File: config.mk
export PLATFORM = sky130hd
export DESIGN_NAME = writeback_regfile
export DESIGN_NICKNAME = d
export VERILOG_FILES = /design/src/rtl/y86_pkg.sv /design/src/rtl/regfile_2w2r.sv /design/src/rtl/writeback_regfile.sv
export SDC_FILE = /design/constraint.sdc
export NUM_CORES = 2
export LEC_CHECK = 0
export CAP_MARGIN = 20
export CORE_MARGIN = 8
export CORE_UTILIZATION = 50
export DETAILED_ROUTE_END_ITERATION = 8
export GPL_TIMING_DRIVEN = 1
export PLACE_DENSITY = 0.69
export SYNTH_ARGS = -nofsm -noshare
export SYNTH_HDL_FRONTEND = slang
export SYNTH_SLANG_ARGS = --single-unit
File: constraint.sdc
create_clock -name clk -period 3.6 [get_ports clk]
set_input_delay 0.72 -clock clk [delete_from_list [all_inputs] [get_ports clk]]
set_output_delay 0.72 -clock clk [all_outputs]
set_load 0.05 [all_outputs]
File: src/rtl/y86_pkg.sv
// y86_pkg: definitions shared by the Y86-64 pipeline stages.
// Holds the status codes carried down the pipe, the reserved "no register"
// ID, instruction codes, architectural register IDs, and small helpers for
// interpreting the W-stage status field.
package y86_pkg;

    localparam int NREG = 15;

    // 64-bit machine word.
    typedef logic [63:0] word_t;

    // Status codes carried alongside every instruction.
    localparam logic [2:0] SBUB = 3'd0;
    localparam logic [2:0] SAOK = 3'd1;
    localparam logic [2:0] SHLT = 3'd2;
    localparam logic [2:0] SADR = 3'd3;
    localparam logic [2:0] SINS = 3'd4;

    // Register ID meaning "no register".
    localparam logic [3:0] RNONE = 4'hF;

    // Instruction codes.
    localparam logic [3:0] IHALT   = 4'h0;
    localparam logic [3:0] INOP    = 4'h1;
    localparam logic [3:0] IRRMOVQ = 4'h2;
    localparam logic [3:0] IIRMOVQ = 4'h3;
    localparam logic [3:0] IRMMOVQ = 4'h4;
    localparam logic [3:0] IMRMOVQ = 4'h5;
    localparam logic [3:0] IOPQ    = 4'h6;
    localparam logic [3:0] IJXX    = 4'h7;
    localparam logic [3:0] ICALL   = 4'h8;
    localparam logic [3:0] IRET    = 4'h9;
    localparam logic [3:0] IPUSHQ  = 4'hA;
    localparam logic [3:0] IPOPQ   = 4'hB;

    // Architectural register IDs.
    localparam logic [3:0] RRAX = 4'h0;
    localparam logic [3:0] RRCX = 4'h1;
    localparam logic [3:0] RRDX = 4'h2;
    localparam logic [3:0] RRBX = 4'h3;
    localparam logic [3:0] RRSP = 4'h4;
    localparam logic [3:0] RRBP = 4'h5;
    localparam logic [3:0] RRSI = 4'h6;
    localparam logic [3:0] RRDI = 4'h7;
    localparam logic [3:0] RR8  = 4'h8;
    localparam logic [3:0] RR9  = 4'h9;
    localparam logic [3:0] RR10 = 4'hA;
    localparam logic [3:0] RR11 = 4'hB;
    localparam logic [3:0] RR12 = 4'hC;
    localparam logic [3:0] RR13 = 4'hD;
    localparam logic [3:0] RR14 = 4'hE;

    // Anything other than a bubble or a normal instruction stops the machine.
    function automatic logic isException(input logic [2:0] stat);
        return (stat != SBUB) && (stat != SAOK);
    endfunction

    // Codes 5-7 are not defined and are recorded as an invalid instruction.
    function automatic logic [2:0] normStat(input logic [2:0] stat);
        return (stat > SINS) ? SINS : stat;
    endfunction

endpackage

File: src/rtl/regfile_2w2r.sv
// regfile_2w2r: 15 x 64-bit architectural register file.
// Two synchronous write ports (E and M) and two combinational read ports.
// Ports:
//   clk, rst_n                 clock, asynchronous active-low reset (clears all)
//   wrEnE_i, dstE_i, valE_i    write port E
//   wrEnM_i, dstM_i, valM_i    write port M (wins when both hit one register)
//   srcA_i / rvalA_o           read port A (RNONE reads as zero)
//   srcB_i / rvalB_o           read port B (RNONE reads as zero)
module regfile_2w2r
    import y86_pkg::*;
(
    input  logic        clk,
    input  logic        rst_n,
    input  logic        wrEnE_i,
    input  logic [3:0]  dstE_i,
    input  logic [63:0] valE_i,
    input  logic        wrEnM_i,
    input  logic [3:0]  dstM_i,
    input  logic [63:0] valM_i,
    input  logic [3:0]  srcA_i,
    input  logic [3:0]  srcB_i,
    output logic [63:0] rvalA_o,
    output logic [63:0] rvalB_o
);

    logic [63:0] regsQ [NREG];

    // Port M is evaluated after port E so its value lands when both target
    // the same register (popq %rsp needs the loaded value, not the bumped SP).
    always_ff @(posedge clk or negedge rst_n) begin
        if (!rst_n) begin
            for (int i = 0; i < NREG; i++) begin
                regsQ[i] <= '0;
            end
        end else begin
            for (int i = 0; i < NREG; i++) begin
                if (wrEnE_i && (dstE_i == 4'(i))) begin
                    regsQ[i] <= valE_i;
                end
                if (wrEnM_i && (dstM_i == 4'(i))) begin
                    regsQ[i] <= valM_i;
                end
            end
        end
    end

    // Reads come straight from the array; a write in this cycle is not
    // bypassed, decode forwards from W itself.
    assign rvalA_o = (srcA_i == RNONE) ? '0 : regsQ[srcA_i];
    assign rvalB_o = (srcB_i == RNONE) ? '0 : regsQ[srcB_i];

endmodule

File: src/rtl/writeback_regfile.sv
// writeback_regfile: Y86-64 write-back stage plus architectural registers.
// Commits the W-stage bundle into the register file, tracks the sticky
// processor status and counts retired instructions.
// Ports:
//   clk, rst_n              clock, asynchronous active-low reset
//   W_stat, W_icode         status and icode of the W-stage instruction
//   W_valE/W_dstE           ALU result and its destination (RNONE = none)
//   W_valM/W_dstM           memory data and its destination (RNONE = none)
//   d_srcA/d_rvalA          decode read port A
//   d_srcB/d_rvalB          decode read port B
//   cpu_stat, halted        architectural status, halted once not AOK
//   retired                 retired non-nop instruction count
module writeback_regfile
    import y86_pkg::*;
(
    input  logic        clk,
    input  logic        rst_n,
    input  logic [2:0]  W_stat,
    input  logic [3:0]  W_icode,
    input  logic [63:0] W_valE,
    input  logic [63:0] W_valM,
    input  logic [3:0]  W_dstE,
    input  logic [3:0]  W_dstM,
    input  logic [3:0]  d_srcA,
    input  logic [3:0]  d_srcB,
    output logic [63:0] d_rvalA,
    output logic [63:0] d_rvalB,
    output logic [2:0]  cpu_stat,
    output logic        halted,
    output logic [63:0] retired
);

    localparam logic STATE_RUN  = 1'b0;
    localparam logic STATE_HALT = 1'b1;

    logic        stateQ, stateD;
    logic [2:0]  cpuStatQ, cpuStatD;
    logic [63:0] retiredQ, retiredD;
    logic        commit;

    // Only a normal instruction reaching W while still running may touch
    // architectural state; once halted, everything is frozen until reset.
    always_comb begin
        commit   = (W_stat == SAOK) && (stateQ == STATE_RUN);
        stateD   = stateQ;
        cpuStatD = cpuStatQ;
        retiredD = retiredQ;
        if ((stateQ == STATE_RUN) && isException(W_stat)) begin
            stateD   = STATE_HALT;
            cpuStatD = normStat(W_stat);
        end
        if (commit && (W_icode != INOP)) begin
            retiredD = retiredQ + 64'd1;
        end
    end

    // Status FSM and retire counter; the counter wraps silently.
    always_ff @(posedge clk or negedge rst_n) begin
        if (!rst_n) begin
            stateQ   <= STATE_RUN;
            cpuStatQ <= SAOK;
            retiredQ <= '0;
        end else begin
            stateQ   <= stateD;
            cpuStatQ <= cpuStatD;
            retiredQ <= retiredD;
        end
    end

    regfile_2w2r u_regfile (
        .clk     (clk),
        .rst_n   (rst_n),
        .wrEnE_i (commit && (W_dstE != RNONE)),
        .dstE_i  (W_dstE),
        .valE_i  (W_valE),
        .wrEnM_i (commit && (W_dstM != RNONE)),
        .dstM_i  (W_dstM),
        .valM_i  (W_valM),
        .srcA_i  (d_srcA),
        .srcB_i  (d_srcB),
        .rvalA_o (d_rvalA),
        .rvalB_o (d_rvalB)
    );

    assign cpu_stat = cpuStatQ;
    assign halted   = (stateQ == STATE_HALT);
    assign retired  = retiredQ;

endmodule
==> impl_results.html <==
<table>
<tr><th>Metric</th><th>Value</th></tr>
<tr><th colspan="2">Global routing</th></tr>
<tr><td>Largest net degree at the start of global routing</td><td>146</td></tr>
<tr><td>First-pass GRT wire length</td><td>324000 microns</td></tr>
<tr><td>Remaining Overflow, GRT</td><td>0</td></tr>
<tr><td>Antenna violations before repair</td><td>33</td></tr>
<tr><td>Via count of the first global-routing pass</td><td>49700</td></tr>
<tr><td>Global Route Usage Sum</td><td>31.3%</td></tr>
<tr><th colspan="2">Worst setup path</th></tr>
<tr><td>Type of the setup path with the least slack</td><td>in2out</td></tr>
<tr><td>Critical Path RT</td><td>2.88 ns</td></tr>
<tr><td>Worst setup slack for register-to-register paths</td><td>0.76 ns</td></tr>
<tr><td>Worst reg2reg endpoint</td><td>u_regfile.regsQ[100]</td></tr>
<tr><td>Path depth of the worst reg2reg path</td><td>7</td></tr>
<tr><td>CP Capture Type</td><td>output pin</td></tr>
<tr><td>Crit path arrival time</td><td>2.69 ns</td></tr>
<tr><td>Crit-path max FO</td><td>24</td></tr>
<tr><td>Worst r2r src</td><td>halted</td></tr>
<tr><td>Crit start category</td><td>input pin</td></tr>
<tr><th colspan="2">Synthesis</th></tr>
<tr><td>Total number of yosys warnings</td><td>0</td></tr>
<tr><td>Share of synthesized flip-flops with an asynchronous set or reset</td><td>100%</td></tr>
<tr><td>Most frequent cells after synthesis</td><td>1027 x sky130_fd_sc_hd__dfrtp_1, 988 x sky130_fd_sc_hd__mux2i_1, 659 x sky130_fd_sc_hd__nor2_1, 631 x sky130_fd_sc_hd__a21oi_1, 462 x sky130_fd_sc_hd__mux4_2</td></tr>
<tr><td>Syn Std Cell Area</td><td>61500 sq um</td></tr>
<tr><td>Largest cells by area after synthesis</td><td>sky130_fd_sc_hd__dfrtp_1 42%, sky130_fd_sc_hd__mux4_2 17%, sky130_fd_sc_hd__mux2i_1 16%, sky130_fd_sc_hd__a21oi_1 5.1%, sky130_fd_sc_hd__nor2_1 4.0%</td></tr>
<tr><td>Yosys top cell area share</td><td>41.8%</td></tr>
<tr><td>Top flip-flop cell by instance count after synthesis</td><td>sky130_fd_sc_hd__dfrtp_1</td></tr>
<tr><td>Mean area per synthesized cell</td><td>10.9 sq um</td></tr>
<tr><td>Part of the Yosys area used for sequential elements</td><td>41.8%</td></tr>
<tr><td>Total nets after synthesis</td><td>5774</td></tr>
<tr><td>Area leader, netlist</td><td>sky130_fd_sc_hd__dfrtp_1</td></tr>
<tr><td>Seq cells post-synth</td><td>1028</td></tr>
<tr><td>Cell with the most instances after synthesis</td><td>sky130_fd_sc_hd__dfrtp_1</td></tr>
<tr><td>Post-synth EDFFs</td><td>0</td></tr>
<tr><td>Post-Syn Instances</td><td>5620</td></tr>
<tr><td>Count of distinct cell types in the synthesized netlist</td><td>53</td></tr>
<tr><th colspan="2">Place</th></tr>
<tr><td>Quantity of I/O buffers inserted on ports</td><td>348</td></tr>
<tr><td>Placed wire-length estimate after detailed placement</td><td>127000 microns</td></tr>
<tr><td>Gpl congestion</td><td>0.860</td></tr>
<tr><td>Number of placed instances, taps included</td><td>7203</td></tr>
<tr><th colspan="2">Route</th></tr>
<tr><td>Routed via count</td><td>49800</td></tr>
<tr><td>Pre-antenna DRT Iters</td><td>9</td></tr>
<tr><td>Vias per inst</td><td>6.70</td></tr>
<tr><td>DRC violation total after the first TritonRoute iteration</td><td>7097</td></tr>
<tr><td>Number of remaining DRC errors</td><td>0</td></tr>
<tr><td>Antenna Violating Nets Remaining</td><td>0</td></tr>
<tr><td>Per-cell routed wire length</td><td>29.3 microns</td></tr>
<tr><td>Wire length reported by the detailed router</td><td>218000 microns</td></tr>
<tr><th colspan="2">STA</th></tr>
<tr><td>Actual slew at the worst max-slew pin</td><td>1.05 ns</td></tr>
<tr><td>Worst slew slack as a fraction of its limit</td><td>29.5%</td></tr>
<tr><td>Maximum clock skew at final layout</td><td>0.0228 ns</td></tr>
<tr><td>Minimum period implied by the final worst setup slack</td><td>3.41 ns</td></tr>
<tr><td>Maximum operating frequency</td><td>293 MHz</td></tr>
<tr><td>Aggregate negative setup slack</td><td>0 ns</td></tr>
<tr><td>RSZ-0062 raised after global routing</td><td>no</td></tr>
<tr><td>Fraction of the cycle the final worst path needs</td><td>94.8%</td></tr>
<tr><td>Final hold violation count</td><td>0</td></tr>
<tr><td>Total of endpoints with negative setup slack in the final report</td><td>0</td></tr>
<tr><td>Fin. max-slew vios</td><td>0</td></tr>
<tr><th colspan="2">Power and ir drop</th></tr>
<tr><td>Leakage power</td><td>36.1 nW</td></tr>
<tr><td>Worst supply voltage drop on vdd</td><td>409 uV</td></tr>
<tr><td>Power density relative to cell area</td><td>359 nW/um^2</td></tr>
<tr><th colspan="2">CTS</th></tr>
<tr><td>Bufs on Longest Clock Path</td><td>3</td></tr>
<tr><td>Cts repair resizes</td><td>0</td></tr>
<tr><td>Worst-skew pair later-pin latency</td><td>0.73 ns</td></tr>
<tr><td>Clock tree from TritonCTS</td><td>built</td></tr>
<tr><td>Cell at the root of the clock tree</td><td>sky130_fd_sc_hd__clkbuf_16</td></tr>
<tr><td>Total setup buffers inserted after CTS</td><td>0</td></tr>
<tr><td>Sinks on the clock net</td><td>1028</td></tr>
<tr><td>CTS Buf Count</td><td>114</td></tr>
<tr><td>Clock transition at the register clock pins on the worst setup and hold paths after CTS</td><td>0.06 ns</td></tr>
<tr><td>Htree depth</td><td>3</td></tr>
<tr><td>CTS Hold Buffers Added</td><td>1</td></tr>
<tr><th colspan="2">Floorplan</th></tr>
<tr><td>Die Footprint</td><td>134000 sq um</td></tr>
<tr><td>Number of ports placed on the die boundary</td><td>349</td></tr>
<tr><td>Core Area</td><td>122000 sq um</td></tr>
<tr><td>Number of placement rows</td><td>128</td></tr>
<tr><td>Effective utilization at floorplan</td><td>50.5%</td></tr>
<tr><td>Floorplan die width</td><td>367 microns</td></tr>
<tr><td>Chip Height</td><td>367 microns</td></tr>
<tr><th colspan="2">Cells and area</th></tr>
<tr><td>Filler Cells Inserted</td><td>9664</td></tr>
<tr><td>Number of nets in the layout</td><td>5849</td></tr>
<tr><td>Area added between synthesis and finish</td><td>18.6%</td></tr>
<tr><td>Proportion of layout cells with a drive suffix above 1</td><td>19.0%</td></tr>
<tr><td>Post-route core utilization</td><td>59.8%</td></tr>
<tr><td>Number of standard cells in the final layout excluding fillers</td><td>7434</td></tr>
<tr><th colspan="2">Status</th></tr>
<tr><td>Status</td><td>complete, no violations</td></tr>
<tr><th colspan="2">Hold path</th></tr>
<tr><td>Hold_sp</td><td>retired[63]</td></tr>
<tr><td>Worst Hold Path EP</td><td>retired[63]</td></tr>
<tr><td>Type of the most critical hold path</td><td>reg2reg</td></tr>
<tr><td>Instance count along the most critical hold path</td><td>1</td></tr>
<tr><th colspan="2">Run</th></tr>
<tr><td>Max_cap viols</td><td>0</td></tr>
</table>
==> final cells by class <==
class / count / area (sq um) / share of cell area, %
diodes: 23 / 57.6 / 0.0789
clock buffers: 169 / 3390 / 4.65
clock inverters: 38 / 407 / 0.558
inverters: 132 / 495 / 0.679
multi-input cells: 3850 / 33300 / 45.7
flip-flops and latches: 1028 / 25700 / 35.3
well taps: 1625 / 2030 / 2.79
repair buffers: 569 / 7480 / 10.3
==> how the worst max path moves through the flow <==
stage	startpoint	to	slack, ns
after detailed placement	W_stat[1]	retired[29]	0.07
after global placement	W_stat[1]	u_regfile.regsQ[216]	-0.08
after CTS	d_srcA[0]	d_rvalA[44]	0.19
after global routing	d_srcA[0]	d_rvalA[44]	0.15
after floorplan	d_srcA[0]	d_rvalA[0]	0.02
final	d_srcA[0]	d_rvalA[54]	0.19
==> per-layer routing <==
metal	routed length, microns	global-route usage, %
met5	95	0
met4	10700	14.5
met2	99800	48.4
met1	81900	41.1
met3	25400	8.73
==> cells by family (layout without fill, tap and decap cells) <==
| family | after synthesis | after routing | share of synthesized area [%] |
|---|---|---|---|
| AO/OA/AOI/OAI | 1146 | 1146 | 11.0 |
| XOR/XNOR | 63 | 63 | 0.897 |
| adder cells (fa/ha/maj) | 1 | 1 | 0.0203 |
| buffers and inverters | 742 | 908 | 4.93 |
| flip-flops | 1028 | 1028 | 41.8 |
| multiplexers | 1451 | 1451 | 33.0 |
| other | 0 | 23 | 0 |
| AND/OR/NAND/NOR | 1189 | 1189 | 8.28 |
==> stage by stage <==
step                instance area (sq um)  hold slack, ns  power [mW]  setup slack, ns
finish                              72900           0.484        26.2            0.187
global route                        72900           0.500        26.8            0.152
CTS                                 72900           0.486        26.3            0.186
detailed placement                  69100           0.474        14.3           0.0749
global placement                    69000           0.463        14.3          -0.0848
floorplan                           61800           0.424        13.1           0.0188
==> registers in the layout, summed over array words and instances (netlist names) <==
signal	cells
u_regfile.regsQ	960
retired	64
cpu_stat	3
halted	1
==> report_power, final <==
part	internal [mW]	switching (mW)	total (mW)
combinational	0.881	1.46	2.34
sequential	11.7	0.101	11.8
clock	6.99	5.05	12.0
==> cells in the final DEF, fill, tap and decap left out, drive strengths merged, types with 169 or more instances in the layout <==
cell	instances
mux2i	988
clkbuf	169
a21oi	631
dfrtp	1027
nor2	661
o21ai	260
clkdlybuf4s50	211
mux4	462
nand2	314
buf	357
==> critical path, cell delays in order <==
cell                     delay (ns)
sky130_fd_sc_hd__buf_8         0.17
sky130_fd_sc_hd__buf_12        0.22
sky130_fd_sc_hd__buf_12        0.24
sky130_fd_sc_hd__mux4_2        0.55
sky130_fd_sc_hd__mux4_2        0.56
sky130_fd_sc_hd__buf_12        0.19
Note: power is estimated with default switching activity, not from simulation.
